File: src/rtl/mem_arbiter.sv
// rtl/mem_arbiter.sv - CPU/host arbiter for a single external memory port
module mem_arbiter #(
  parameter int ADDR_WIDTH     = 15,
  parameter int DATA_WIDTH     = 8,
  parameter int HOST_MAX_BURST = 8
) (
  input  logic                  clk,
  input  logic                  reset,
  input  logic                  cpuRun,
  input  logic [ADDR_WIDTH-1:0] cpuAddr,
  input  logic                  cpuWriteReq,
  input  logic [DATA_WIDTH-1:0] cpuWriteData,
  output logic [DATA_WIDTH-1:0] cpuReadData,
  output logic                  cpuStep,
  input  logic                  hostReq,
  input  logic [ADDR_WIDTH-1:0] hostAddr,
  input  logic                  hostWe,
  input  logic [DATA_WIDTH-1:0] hostWData,
  output logic                  hostGnt,
  output logic [DATA_WIDTH-1:0] hostRData,
  output logic                  hostDone,
  output logic                  memReq,
  output logic [ADDR_WIDTH-1:0] memAddr,
  output logic                  memWe,
  output logic [DATA_WIDTH-1:0] memWData,
  input  logic [DATA_WIDTH-1:0] memRData,
  input  logic                  memReady
);

  localparam int CNT_W = $clog2(HOST_MAX_BURST + 1);
  localparam logic [CNT_W-1:0] BURST_MAX = CNT_W'(HOST_MAX_BURST);

  typedef enum logic [1:0] {
    IDLE     = 2'd0,
    CPU_ACC  = 2'd1,
    HOST_ACC = 2'd2
  } state_t;

  state_t                state_q, state_d;
  logic                  mem_req_q, mem_req_d;
  logic [ADDR_WIDTH-1:0] mem_addr_q, mem_addr_d;
  logic                  mem_we_q, mem_we_d;
  logic [DATA_WIDTH-1:0] mem_wdata_q, mem_wdata_d;
  logic                  host_gnt_q, host_gnt_d;
  logic                  cpu_step_q, cpu_step_d;
  logic                  host_done_q, host_done_d;
  logic [DATA_WIDTH-1:0] cpu_rdata_q, cpu_rdata_d;
  logic [DATA_WIDTH-1:0] host_rdata_q, host_rdata_d;
  logic [CNT_W-1:0]      host_count_q, host_count_d;
  logic                  host_wins;

  // The host takes the port unless it has used its burst allowance while the CPU runs
  assign host_wins = hostReq && ((host_count_q < BURST_MAX) || !cpuRun);

  // State register
  always_ff @(posedge clk or posedge reset) begin
    if (reset) begin
      state_q <= IDLE;
    end else begin
      state_q <= state_d;
    end
  end

  // Next state: choose a requester from IDLE, go back to IDLE once memory completes
  always_comb begin
    state_d = state_q;
    case (state_q)
      IDLE: begin
        if (host_wins) begin
          state_d = HOST_ACC;
        end else if (cpuRun) begin
          state_d = CPU_ACC;
        end
      end
      CPU_ACC, HOST_ACC: begin
        if (memReady) begin
          state_d = IDLE;
        end
      end
      default: state_d = IDLE;
    endcase
  end

  // Outputs: latch the winner's request, then release the port and pulse done on memReady
  always_comb begin
    mem_req_d    = mem_req_q;
    mem_addr_d   = mem_addr_q;
    mem_we_d     = mem_we_q;
    mem_wdata_d  = mem_wdata_q;
    host_gnt_d   = host_gnt_q;
    cpu_step_d   = 1'b0;
    host_done_d  = 1'b0;
    cpu_rdata_d  = cpu_rdata_q;
    host_rdata_d = host_rdata_q;
    host_count_d = host_count_q;
    case (state_q)
      IDLE: begin
        if (host_wins) begin
          mem_req_d   = 1'b1;
          mem_addr_d  = hostAddr;
          mem_we_d    = hostWe;
          mem_wdata_d = hostWData;
          host_gnt_d  = 1'b1;
        end else if (cpuRun) begin
          mem_req_d   = 1'b1;
          mem_addr_d  = cpuAddr;
          mem_we_d    = cpuWriteReq;
          mem_wdata_d = cpuWriteData;
        end
      end
      CPU_ACC: begin
        if (memReady) begin
          mem_req_d    = 1'b0;
          mem_we_d     = 1'b0;
          host_gnt_d   = 1'b0;
          cpu_step_d   = 1'b1;
          host_count_d = '0;
          if (!mem_we_q) begin
            cpu_rdata_d = memRData;
          end
        end
      end
      HOST_ACC: begin
        if (memReady) begin
          mem_req_d   = 1'b0;
          mem_we_d    = 1'b0;
          host_gnt_d  = 1'b0;
          host_done_d = 1'b1;
          if (host_count_q != BURST_MAX) begin
            host_count_d = host_count_q + 1'b1;
          end
          if (!mem_we_q) begin
            host_rdata_d = memRData;
          end
        end
      end
      default: ;
    endcase
    // A stopped CPU cannot be starved, so the host burst limit is lifted
    if (!cpuRun) begin
      host_count_d = '0;
    end
  end

  // Registered outputs and burst counter
  always_ff @(posedge clk or posedge reset) begin
    if (reset) begin
      mem_req_q    <= 1'b0;
      mem_addr_q   <= '0;
      mem_we_q     <= 1'b0;
      mem_wdata_q  <= '0;
      host_gnt_q   <= 1'b0;
      cpu_step_q   <= 1'b0;
      host_done_q  <= 1'b0;
      cpu_rdata_q  <= '0;
      host_rdata_q <= '0;
      host_count_q <= '0;
    end else begin
      mem_req_q    <= mem_req_d;
      mem_addr_q   <= mem_addr_d;
      mem_we_q     <= mem_we_d;
      mem_wdata_q  <= mem_wdata_d;
      host_gnt_q   <= host_gnt_d;
      cpu_step_q   <= cpu_step_d;
      host_done_q  <= host_done_d;
      cpu_rdata_q  <= cpu_rdata_d;
      host_rdata_q <= host_rdata_d;
      host_count_q <= host_count_d;
    end
  end

  assign memReq      = mem_req_q;
  assign memAddr     = mem_addr_q;
  assign memWe       = mem_we_q;
  assign memWData    = mem_wdata_q;
  assign hostGnt     = host_gnt_q;
  assign cpuStep     = cpu_step_q;
  assign hostDone    = host_done_q;
  assign cpuReadData = cpu_rdata_q;
  assign hostRData   = host_rdata_q;

endmodule
File: config.mk
export PLATFORM = sky130hd
export DESIGN_NAME = mem_arbiter
export DESIGN_NICKNAME = d
export VERILOG_FILES = /design/src/rtl/mem_arbiter.sv
export SDC_FILE = /design/constraint.sdc
export NUM_CORES = 1
export LEC_CHECK = 0
export ABC_AREA = 1
export CORE_AREA = 3 3 81 83
export DETAILED_ROUTE_END_ITERATION = 16
export DIE_AREA = 0 0 84 86
export GPL_TIMING_DRIVEN = 0
export PLACE_DENSITY_LB_ADDON = 0.3
export REMOVE_ABC_BUFFERS = 1
export SYNTH_ARGS = -nofsm -noshare
export SYNTH_HDL_FRONTEND = slang
export SYNTH_SLANG_ARGS = --single-unit
File: constraint.sdc
create_clock -name clk -period 1.86 [get_ports clk]
set_input_delay 0.372 -clock clk [delete_from_list [all_inputs] [get_ports clk]]
set_output_delay 0.372 -clock clk [all_outputs]
set_load 0.01 [all_outputs]
After elaboration in Yosys (flattened, before gate mapping)
Cells that the tools add are included.
- input bits: 61
- word-level logic and storage cells: 63
- bits in registers: 50
- reduce and logical (&&, ||, !) cells: 14
- bitwise logic cells: 1
- eq/ne operators: 10
- multiplexer cells: 25
- magnitude comparators: 1
- add/subtract/negate cells: 1
- operators by type and width (operator ; count):
    $mux W15 ; 2
    $mux W4 ; 4
    $mux W8 ; 2
    $ne A3 B3 Y1 const B ; 4
    $reduce_and A3 Y1 ; 4
    $mux W1 ; 9
    $pmux W4 S2 ; 1
    $mux W2 ; 3
    $pmux W1 S2 ; 3
    $add A4 B1 Y4 const B ; 1
    $lt A4 B4 Y1 const B ; 1
    $ne A4 B4 Y1 const B ; 1
    $pmux W2 S2 ; 1
    $reduce_and A2 Y1 ; 2
    $reduce_and A4 Y1 ; 1
    $reduce_bool A2 Y1 ; 2
    $ne A3 B1 Y1 const B ; 1
    $eq A2 B1 Y1 const B ; 1
    $eq A2 B2 Y1 const B ; 1
    $logic_not A2 Y1 ; 1
    $ne A2 B1 Y1 const B ; 1
    $ne A2 B2 Y1 const B ; 1
    $reduce_or A2 Y1 ; 1
    $logic_and A1 B1 Y1 ; 1
    3 further kinds ; 3

Longest topological paths before layout
- word-level depth: 5
- depth in mapped cells: 9
- mapped depth without buffers: 7

Worst setup path before layout
Ideal clock, no wire load.
- path type: register to register
- from: register state_q[0]
- to: register host_count_q[3]
- setup slack: 0.449 ns
- cell stages (with the launch flop): 8
- arrival time: 1.295 ns
- library setup time: 0.117 ns
- required time: 1.743 ns
- period minus slack after synthesis: 1.411 ns
- cell sequence: dfrtp_1 > inv_1 > ha_1 > or2_2 > nand3_1 > nand2_1 > nand2_1 > nand2_1
- longest elaborated chain between the ends: 3
- ends and longest elaborated chain (element ; line ; RTL):
    start: declaration ; 39 ; state_t state_q, state_d;
    start signal: assignment ; 60 ; state_q <= state_d;
    $eq A2 B1 Y1 / $eq A2 B2 Y1 (equally long branches) ; 96 ; case (state_q)
    $ne A3 B1 Y1 (no source line) (tied with other cells) ; -- ;
    $reduce_and A4 Y1 (no source line) / $mux W4 (equally long branches) ; -- ;
    end signal: assignment ; 168 ; host_count_q <= host_count_d;
    end: declaration ; 49 ; logic [CNT_W-1:0] host_count_q, host_count_d;
Several ways; a longest one is shown, not always the timed one.
A chain may end at the register's enable or synchronous reset.

Worst setup path in the final report
- from: register mem_we_q (netlist: memWe)
- to: output memWe
- RTL lines (element ; line ; RTL):
    start: declaration ; 42 ; logic mem_we_q, mem_we_d;
    start signal: assignment ; 161 ; mem_we_q <= mem_we_d;
    end: declaration ; 24 ; output logic memWe,
No word-level cell between the ends.

==> impl_metrics.tcl <==
set metrics [dict create \
    status "complete, no violations" \
    maxSlewViolCount 0 \
    fp-row-count 28 \
    ctsHoldBuffers 0 \
    cpLargestDelayFamily "buffers and inverters" \
    rsz0062_at_grt "no" \
    cts_buffer_depth 2 \
    clock_skew_ns 0.00385 \
    max_stage_delay_ns 0.56 \
    grt-ovfl-total 0 \
    post-place-cells 491 \
    cp.buffers_inverters 1 \
    p_leak_nw 1.89 \
    end_kind "output pin" \
    areaGrowthSynthToFinish_pct 50.3 \
    start_kind "register" \
    cts_root_buffer "clkbuf_8" \
    fin_cells 505 \
    reg2regPathDepth 7 \
    worstPathCellList "clkdlybuf4s50_1" \
    avgSynthCellArea_um2 7.59 \
    hold_class "in -> async" \
    hpwlAfterDp_mm 4.28 \
    yosys_register_bits 50 \
    critPathKind "reg -> out" \
    drt_iter0_drc 81 \
    p_per_area_mw_per_mm2 1300 \
    grt_antenna_before_repair 0 \
    slowest_stage "clkdlybuf4s50_1" \
    relSlewSlack_pct 66.0 \
    grt_pass1_wl_mm 10.4 \
    rrSetupSlack_ns 0.26 \
    die_w_um 84 \
    cts.sinks 50 \
    numCtsBuffers 5 \
    grt_max_degree 31 \
    hold_viol 0 \
    port_buffers 104 \
    wl_met2_mm 3.03 \
    drc 0 \
    fin_setup_tns_ns 0 \
    synth-seq-area-share_pct 51.2 \
    top_layer "met4" \
    synth_top_cell_by_area "dfrtp_1" \
    r2r-end "host_count_q[3]" \
    layout_worst_path_cycle_share_pct 86.9 \
    fin_ws_ns 0.243 \
    synthCells 322 \
    globalplace.congestion 0.800 \
    max_freq_mhz 619 \
    cp.required_ns 1.49 \
    layout.nets 497 \
    drtAntennaViolNets 0 \
    grt_pass1_vias 2265 \
    wl_per_cell_um 12.2 \
    drt_first_pass_iters 4 \
    initial_core_util_pct 41.3 \
    setup_viol 0 \
    ir_drop_v 0.000551 \
    cts_tree "yes" \
    track_usage_pct 18.0 \
    core_area_mm2 0.00592 \
    critPathMaxFanout 3 \
    yosysWarnings 0 \
    yosys.area.top_type_share_pct 51.2 \
    multi_input_area_mm2 0.00104 \
    finalCriticalPeriod_ns 1.62 \
    crit_arrival_ns 1.24 \
    r2r_start "state_q[0]" \
    path_clk_slew_ns 0.08 \
    wl_met1_mm 2.52 \
    die_height_um 86 \
    syn_area_mm2 0.00244 \
    p_total_mw 4.77 \
    crit_start "memWe" \
    clk_latency_ns 0.30 \
    synth.distinct_cells 17 \
    worst_pin_slew_ns 0.509 \
    pre_cts_ws_ns -0.813 \
    io_pins 105 \
    maxCapViolations 0 \
    synthTopCellsByArea "dfrtp_1 (51%), nand2_1 (28%), o21ai_0 (4.1%)" \
    dieArea_mm2 0.00722 \
    htreeDepth 2 \
    met3_length_um 557 \
    seqCellArea_mm2 0.00125 \
    diodes 0 \
    wl_mm 6.16 \
    drive_gt1_share_pct 4.88 \
    fillers 561 \
    routed-via-count 2309 \
    vias_per_cell 4.57 \
]
-- worst max path at each step --
stage	to	slack, ns	depth (start not counted)
CTS	memAddr[2]	0.02	6
detailed placement	memWData[1]	-0.81	7
floorplan	memReq	0.26	6
global placement	memReq	-0.81	6
finish	memWe	0.24	1
global route	host_count_q[1]	0.11	7
-- layout by cell type (no fill, tap or decap), types with 2 or more instances in the layout --
master / n
a21oi_4: 2
buf_4: 5
clkbuf_1: 2
clkbuf_8: 5
clkdlybuf4s50_1: 103
clkinvlp_4: 2
dfrtp_1: 50
ha_1: 6
inv_1: 24
inv_2: 2
nand2_1: 182
nand3_1: 14
nor2_1: 5
o21ai_0: 20
or2_2: 2
-- metrics by stage --
stage                     hold WS, ns  utilization [%]  cell area [µm²]
after floorplan                 0.476                -             2360
after global placement          0.453             59.1             3500
after detailed placement        0.458             59.4             3520
after CTS                       0.403             61.9             3660
after global routing            0.444             62.0             3670
final                           0.396             62.0             3670
-- timing repair --
action / 4_1_cts / 5_1_grt
cloned: 2 / 0
pin swaps: 1 / 0
resized for setup: 3 / 2
setup buffers: 5 / 0
endpoints found under the setup margin: 25 / 17
-- synth_stat cells --
master and n:
clkbuf_1 2, nand4_1 1, inv_2 1, nand2_4 2, nand3_1 14, or2_2 2
dfrtp_1 50, buf_2 3, buf_6 3, nand2_1 182, ha_1 6, o21ai_0 20
nand3b_1 1, buf_4 3, nor2_1 5, a21oi_4 1, inv_1 26
-- logic make-up after synthesis --
logic type	Yosys count	synth area share, %
adder cells (fa/ha/maj)	6	3.07
AO/OA/AOI/OAI	21	4.76
flip-flops	50	51.2
buffers and inverters	38	7.37
AND/OR/NAND/NOR	207	33.6
-- where the power goes --
part	leakage, nW	internal, mW	switching [mW]
clock network	0.0383	0.260	0.328
logic	1.22	1.20	1.17
registers	0.633	1.55	0.262
total	1.89	3.00	1.76
-- routing by layer --
layer	global-route usage (%)	up-vias
li1	-	1192
met1	19.9	1033
met2	32.2	79
met3	7.30	5
met4	4.53	0
met5	0	-
-- state kept, by name, summed over array words and instances (netlist names), 2 cells and up --
name,count
state_q,2
cpuReadData,8
hostRData,8
memWData,8
host_count_q,4
memAddr,15
-- cell type report --
type                    count  share of cell area, %
repair buffers            110                   30.0
well taps                  75                   2.56
inverters                  27                   2.86
multi-input cells         235                   28.2
repair inverters            1                  0.204
flip-flops and latches     50                   34.1
clock buffers               7                   2.08
No activity file was read; power rests on OpenSTA's default activity.
